File: src/rtl/fifo_mem.sv
// rtl/fifo_mem.sv - simple dual-port RAM with registered read port for the fifo
module fifo_mem #(
    parameter int DWIDTH = 16,
    parameter int AWIDTH = 8
) (
    input  logic              clk,
    input  logic              wr_en,
    input  logic [AWIDTH-1:0] wr_addr,
    input  logic [DWIDTH-1:0] wr_data,
    input  logic              rd_en,
    input  logic [AWIDTH-1:0] rd_addr,
    output logic [DWIDTH-1:0] rd_data
);

    logic [DWIDTH-1:0] mem [2**AWIDTH];

    // Write port: store the word at the write address.
    always_ff @(posedge clk) begin
        if (wr_en) begin
            mem[wr_addr] <= wr_data;
        end
    end

    // Read port: registered output that holds its value when no read is enabled.
    always_ff @(posedge clk) begin
        if (rd_en) begin
            rd_data <= mem[rd_addr];
        end
    end

endmodule

File: src/rtl/fifo.sv
// rtl/fifo.sv - single-clock fifo with fill level and threshold flags
module fifo #(
    parameter int DWIDTH       = 16,
    parameter int AWIDTH       = 8,
    parameter int ALMOST_FULL  = 2,
    parameter int ALMOST_EMPTY = 2
) (
    input  logic              clk_i,
    input  logic              srst_i,
    input  logic              wrreq_i,
    input  logic [DWIDTH-1:0] data_i,
    input  logic              rdreq_i,
    output logic [DWIDTH-1:0] q_o,
    output logic              almost_empty_o,
    output logic              empty_o,
    output logic              almost_full_o,
    output logic              full_o,
    output logic [AWIDTH:0]   usedw_o
);

    localparam logic [AWIDTH:0]   DEPTH   = {1'b1, {AWIDTH{1'b0}}};
    localparam logic [AWIDTH:0]   CNT_ONE = (AWIDTH+1)'(1);
    localparam logic [AWIDTH:0]   CNT_NIL = '0;
    localparam logic [AWIDTH-1:0] PTR_ONE = AWIDTH'(1);
    localparam logic [AWIDTH:0]   AF_LVL  = (AWIDTH+1)'(ALMOST_FULL);
    localparam logic [AWIDTH:0]   AE_LVL  = (AWIDTH+1)'(ALMOST_EMPTY);

    logic [AWIDTH-1:0] wr_ptr;
    logic [AWIDTH-1:0] rd_ptr;
    logic [AWIDTH:0]   usedw_q;
    logic [AWIDTH:0]   usedw_next;
    logic              empty_q;
    logic              full_q;
    logic              almost_empty_q;
    logic              almost_full_q;
    logic              q_clear;
    logic              wr_en;
    logic              rd_en;
    logic [DWIDTH-1:0] rd_data;

    // Acceptance uses the registered flags, so a full fifo drops writes and an
    // empty one ignores reads; reset blocks both so the RAM read register holds.
    assign wr_en = wrreq_i && !full_q  && !srst_i;
    assign rd_en = rdreq_i && !empty_q && !srst_i;

    // Next fill level: only a one-sided accept changes the count.
    always_comb begin
        usedw_next = usedw_q;
        case ({wr_en, rd_en})
            2'b10:   usedw_next = usedw_q + CNT_ONE;
            2'b01:   usedw_next = usedw_q - CNT_ONE;
            default: usedw_next = usedw_q;
        endcase
    end

    // Pointers, fill level and flags; flags follow the next fill level so they
    // always agree with usedw_o.
    always_ff @(posedge clk_i) begin
        if (srst_i) begin
            wr_ptr         <= '0;
            rd_ptr         <= '0;
            usedw_q        <= '0;
            empty_q        <= 1'b1;
            full_q         <= 1'b0;
            almost_empty_q <= (CNT_NIL < AE_LVL);
            almost_full_q  <= (CNT_NIL >= AF_LVL);
        end else begin
            if (wr_en) begin
                wr_ptr <= wr_ptr + PTR_ONE;
            end
            if (rd_en) begin
                rd_ptr <= rd_ptr + PTR_ONE;
            end
            usedw_q        <= usedw_next;
            empty_q        <= (usedw_next == CNT_NIL);
            full_q         <= (usedw_next == DEPTH);
            almost_empty_q <= (usedw_next < AE_LVL);
            almost_full_q  <= (usedw_next >= AF_LVL);
        end
    end

    // The RAM is never cleared, so q_o is masked to zero from reset until the
    // first accepted read loads fresh data into the read register.
    always_ff @(posedge clk_i) begin
        if (srst_i) begin
            q_clear <= 1'b1;
        end else if (rd_en) begin
            q_clear <= 1'b0;
        end
    end

    fifo_mem #(
        .DWIDTH (DWIDTH),
        .AWIDTH (AWIDTH)
    ) u_mem (
        .clk     (clk_i),
        .wr_en   (wr_en),
        .wr_addr (wr_ptr),
        .wr_data (data_i),
        .rd_en   (rd_en),
        .rd_addr (rd_ptr),
        .rd_data (rd_data)
    );

    assign q_o            = q_clear ? '0 : rd_data;
    assign usedw_o        = usedw_q;
    assign empty_o        = empty_q;
    assign full_o         = full_q;
    assign almost_empty_o = almost_empty_q;
    assign almost_full_o  = almost_full_q;

endmodule

File: config.mk
export PLATFORM = sky130hd
export DESIGN_NAME = fifo
export DESIGN_NICKNAME = d
export VERILOG_FILES = /design/src/rtl/fifo_mem.sv /design/src/rtl/fifo.sv
export SDC_FILE = /design/constraint.sdc
export NUM_CORES = 2
export LEC_CHECK = 0
export CORE_MARGIN = 2
export CORE_UTILIZATION = 60
export DETAILED_ROUTE_END_ITERATION = 10
export GPL_TIMING_DRIVEN = 0
export PLACE_DENSITY = 0.75
export SYNTH_ARGS = -nofsm -noshare
export SYNTH_HDL_FRONTEND = slang
export SYNTH_HIERARCHICAL = 1
export SYNTH_SLANG_ARGS = --single-unit
export TNS_END_PERCENT = 10
File: constraint.sdc
create_clock -name clk_i -period 5.8 [get_ports clk_i]
set_clock_uncertainty 0.05 [all_clocks]
set_input_delay 1.16 -clock clk_i [delete_from_list [all_inputs] [get_ports clk_i]]
set_output_delay 1.16 -clock clk_i [all_outputs]
set_load 0.005 [all_outputs]
## Yosys cells after proc, flatten, opt, wreduce, memory -nomap -nowiden

Memories as Yosys holds them, arrays and structs flattened. A register that Yosys moved wholly into a read port is not among the register bits.
Index checks and enable logic that the tools add are counted.
W data, S select, Z words.

- Word-level logic and storage cells: 30
- Input bits: 20
- RAM bits: 4,096
- Memories: 1
- Register bits after elaboration: 30
- Output and inout bits: 29

Memory list:

| name | words | width | read ports | clocked after memory_dff | wr ports | line | RTL |
|---|---|---|---|---|---|---|---|
| u_mem.mem | 256 | 16 | 1 | 1 | 1 | fifo_mem.sv:15 | `logic [DWIDTH-1:0] mem [2**AWIDTH];` |

- Add/sub/neg operators: 4
- Reduce and logical (&&, ||, !) cells: 8
- Muxes and demuxes: 4
- Magnitude comparators: 2
- Equal/unequal tests: 3

Operator list:

| cell | number |
|---|---|
| $pmux W9 S2 | 1 |
| $add A8 B1 Y8 const B | 2 |
| $mux W16 | 1 |
| $add A9 B1 Y9 const B | 1 |
| $eq A9 B9 Y1 const B | 1 |
| $ge A9 B2 Y1 const B | 1 |
| $logic_not A9 Y1 | 1 |
| $lt A9 B2 Y1 const B | 1 |
| $sub A9 B1 Y9 const B | 1 |
| $logic_and A1 B1 Y1 | 4 |
| $logic_not A1 Y1 | 3 |
| $eq A2 B1 Y1 const B | 1 |
| $eq A2 B2 Y1 const B | 1 |
| $mux W1 | 2 |

## Depth between registers and ports, before layout

- Word-level depth: 6
- Mapped depth: 12
- Depth with buffers taken out: 11

## Hierarchy

Netlist, hierarchy kept.

By module, submodules not included:

| module | seq. area each (µm²) | times used | area an instance (µm²) | cells each |
|---|---|---|---|---|
| fifo_mem | 123,478.4 | 1 | 158,874.9 | 7,360 |
| fifo | 600.6 | 1 | 1,719.1 | 204 |

## Least setup slack after synthesis

Ideal clock, no wire load.

- Kind: input -> register
- Start: in srst_i
- End: reg almost_full_q, in the netlist almost_full_o
- Library setup time: 120 ps
- Required time: 5,630 ps
- Stages: 11
- Path slack: 1,233 ps
- Data arrival time: 4,398 ps
- Path buffers: 1
- Path through: buf_2 nor2_1 ha_1 inv_1 fa_1 nand2b_1 a21o_1 a211oi_2 a211oi_1 or3_4 o31a_1

- Word-level cells in the longest chain between the ends: 5
- Elaborated cells on any way between the ends: 7
- Classes of those cells: order compare: 1; eq/ne: 2; mux: 1; reduce/logical: 3

RTL lines:

| what | line | RTL |
|---|---|---|
| start, declared | fifo.sv:9 | `input logic srst_i,` |
| $logic_not A1 Y1 (*) | fifo.sv:44 | `assign rd_en = rdreq_i && !empty_q && !srst_i;` |
| $logic_and A1 B1 Y1 (*) | fifo.sv:44 |  |
| named net rd_en | fifo.sv:38 | `logic rd_en;` |
| $eq A2 B1 Y1 or $eq A2 B2 Y1 (tied branches) | fifo.sv:49 | `case ({wr_en, rd_en})` |
| $pmux W9 S2 (*) | fifo.sv:49 |  |
| $ge A9 B2 Y1 (*) | fifo.sv:78 | `almost_full_q <= (usedw_next >= AF_LVL);` |
| end signal, assigned | fifo.sv:66 | `almost_full_q <= (CNT_NIL >= AF_LVL);` |
| end signal, assigned | fifo.sv:78 |  |
| end, declared | fifo.sv:35 | `logic almost_full_q;` |

Mark *: on every way through the listed nets, which the timed path passes. The rest lies on a longest branch.
A chain may end at the register's enable or synchronous reset.

==> results.py <==
metrics = {
    "outcome": {
        "outcome": "finished with violations",
        "violations": "max-capacitance violations, max-slew violations, negative setup slack",
    },
    "timing": {
        "hold_viol_final": 0,
        "min_period_ns": 6.35,
        "final.period_utilization": 1.09,
        "whs_ns": 0.456,
        "fmax_ghz": 0.158,
        "rsz0062_at_grt": "false",
        "relSlewSlack": -0.161,
        "slew_violations": 56,
        "setup_violations": 13,
        "tightest_slew_ns": 1.74,
        "layout_setup_ws_ns": -0.546,
    },
    "setup_path": {
        "critPathArrivalTime_ns": 6.89,
        "crit_family": "buffers and inverters",
        "crit_buf_inv": 5,
        "cp-end-kind": "flip-flop",
        "crit_type": "reg -> reg",
        "critPathMaxStageDelay_ns": 1.23,
        "crit_top_cell": "buf_4",
        "crit_required_ns": 6.34,
        "worstPathCellList": "buf_4 > buf_4 > buf_4 > buf_2 > buf_1 > mux4_2 > o22ai_1 > o21ai_0 > nand4_1 > nor4_1",
        "startpoint_type": "flip-flop",
        "rr_worst_depth": 10,
        "crit_cells": 10,
        "cp_slowest_cell": "o21ai_0",
        "worstPathMaxFanout": 10,
        "rrSetupSlack_ns": -0.55,
    },
    "worst_hold_path": {
        "hold_depth": 2,
        "min_path_type": "reg -> reg",
    },
    "final_layout": {
        "layout.nets": 8268,
        "fillers": 15700,
        "final_layout_size_suffix_gt1_frac": 0.256,
        "ff_latch_area_um2": 124000,
        "synthToLayoutAreaGrowth_pct": 14.2,
        "multi_input_area_um2": 34500,
        "final_area_um2": 183000,
        "fin_util": 0.690,
    },
    "floorplanning": {
        "row_count": 189,
        "dieHeight_um": 521,
        "coreArea_um2": 266000,
        "io_pins": 49,
        "die-area_um2": 272000,
        "start_util": 0.604,
        "die_x_um": 521,
    },
    "route": {
        "drc": 0,
        "wl_per_cell_um": 41.7,
        "viasPerCell": 7.33,
        "drt_iter0_drc": 16500,
        "vias": 88800,
        "ant_nets": 0,
        "drt_first_pass_iters": 8,
        "drt-total-wl_um": 505000,
    },
    "synth": {
        "syn_inst": 7564,
        "synth.largest_area_cell": "edfxtp_1",
        "synth-edff-count": 4112,
        "yosysSeqAreaShare": 0.773,
        "yosysUniqueCellTypes": 69,
        "ys_ff_latch": 4142,
        "yosys-top-cells-area": "edfxtp_1 77%, mux4_2 11%, mux2i_1 3.5%",
        "yosysMostFrequentCell": "edfxtp_1",
        "synth_fa_ha_area_frac": 0.000904,
        "synth_xor_area_frac": 0.000927,
        "synthFlopType": "edfxtp_1",
        "ys_top_cells_by_count": "4112 x edfxtp_1, 797 x mux4_2, 566 x mux2i_1",
        "synth_top_family_by_area": "multiplexers",
        "netlist_area_um2": 161000,
        "synthMuxAreaShare": 0.153,
        "synth.avg_cell_area_um2": 21.2,
        "syn-num-nets": 7595,
        "synth-async-reset-ratio": 0,
        "synth_top_area_frac": 0.769,
        "yosys.area_share.simple": 0.0187,
        "synth_compound_area_frac": 0.0365,
        "yosys_warnings": 6,
    },
    "power": {
        "ir_drop_uv": 308,
        "p_leak_nw": 55.6,
        "power_density_nw_per_um2": 350,
        "power_w": 0.0643,
    },
    "clock_tree": {
        "clkSinkCount": 4142,
        "cts_hold_buf": 0,
        "htree_levels": 5,
        "clk_path_buf_depth": 4,
        "clkTransAtPathRegs_ns": 0.06,
        "cts_tree": "done",
        "cts_setup_buffers": 0,
        "cts_root_buffer": "clkbuf_16",
        "clk_latency_ns": 0.94,
        "cts_buffers": 399,
    },
    "grt": {
        "grt_use_total": 0.371,
        "grt_pass1_vias": 85000,
        "overflow": 0,
        "grt_max_degree": 149,
        "grt_antenna_before_repair": 38,
        "grt_pass1_wl_um": 684000,
    },
    "placed_design": {
        "place_hpwl_um": 332000,
        "placed_cell_area_um2": 170000,
        "pre_cts_ws_ns": -0.376,
        "portBuffers": 47,
        "place.gp.congestion": 1.08,
    },
    "flow_run": {
        "drv_cap": 10,
    },
}
-- flip-flops by register name (all words and copies together) (netlist names) --
signal / count
full_o: 1
almost_full_o: 1
usedw_o: 9
u_mem/rd_data: 16
empty_o: 1
rd_ptr: 8
u_mem/mem: 4096
q_clear: 1
wr_ptr: 8
almost_empty_o: 1
-- layout by cell type, fill, tap and decap left out, drive strengths merged, types with 22 or more instances in the layout --
cell type      netlist  routed
a22oi               44      44
diode                0      30
nor2               335     335
mux2i              566     566
a21oi              181     181
edfxtp            4112    4112
a211oi              23      23
mux4               797     797
buf                225     464
clkbuf             233     717
nand4               29      29
o221ai             253     253
a22o                32      32
nor3                96      96
clkdlybuf4s50        0      31
o22ai              149     149
nand3               43      43
nand2               53      53
o21ai               39      39
nor2b               28      28
a221oi              30      30
bufinv               0      46
clkinv               0     169
mux2                88      88
inv                 13      22
dfxtp               30      30
-- final cells by class --
cell class              instances  share of cell area
flip-flops and latches       4142               0.676
well taps                    3533              0.0241
plain buffers                 458              0.0149
inverters                      13            0.000266
repair buffers                272              0.0250
clock buffers                 482              0.0566
clock inverters               241              0.0140
diodes                         30            0.000409
multi-input cells            2951               0.188
-- through the flow --
| step | instances | TNS, ns |
|---|---|---|
| 2_1_floorplan | 7564 | 0 |
| 3_3_place_gp | 11100 | - |
| 3_5_place_dp | 11400 | -6.21 |
| 4_1_cts | 12100 | 0 |
| 5_1_grt | 12100 | 0 |
| 6_report | 12100 | -2.28 |
-- worst register-to-register path, delay by kind of cell, from the launching register on --
family	cells	cell delay [ns]
AO/OA/AOI/OAI	2	1.31
buffers and inverters	5	2.67
flip-flops	1	0.38
multiplexers	1	0.46
AND/OR/NAND/NOR	2	1.13
-- path summary, 6_finish.rpt --
path	from	endpoint
max reg2reg	rd_ptr[1]	u_mem/rd_data[11]
min reg2reg	rd_ptr[1]	rd_ptr[1]
max	rd_ptr[1]	u_mem/rd_data[11]
min	rd_ptr[1]	rd_ptr[1]
-- power by group --
group | total [W] | switching (W) | internal (W)
registers | 0.0330 | 0.0000268 | 0.0329
logic | 0.00523 | 0.00330 | 0.00193
clock network | 0.0261 | 0.0112 | 0.0148
total | 0.0643 | 0.0146 | 0.0497
-- routing by layer --
metal / up-vias / track usage / wire [um]
li1: 33400 / - / -
met1: 45800 / 0.503 / 170000
met2: 8208 / 0.520 / 216000
met3: 1407 / 0.150 / 86200
met4: 24 / 0.198 / 33100
met5: - / 0.00316 / 244
-- cells by family after synthesis --
logic type,Yosys count
compound gates,819
xor+xnor,17
fa+ha+maj,11
buf+inv,471
flops,4142
mux,1451
simple gates,653
-- repair_timing --
action                     in CTS  in global routing
setup endpoints to repair      13                  1
gates resized for setup        10                  1
gates cloned                    0                  0
Power figures use the tool's default switching activity.
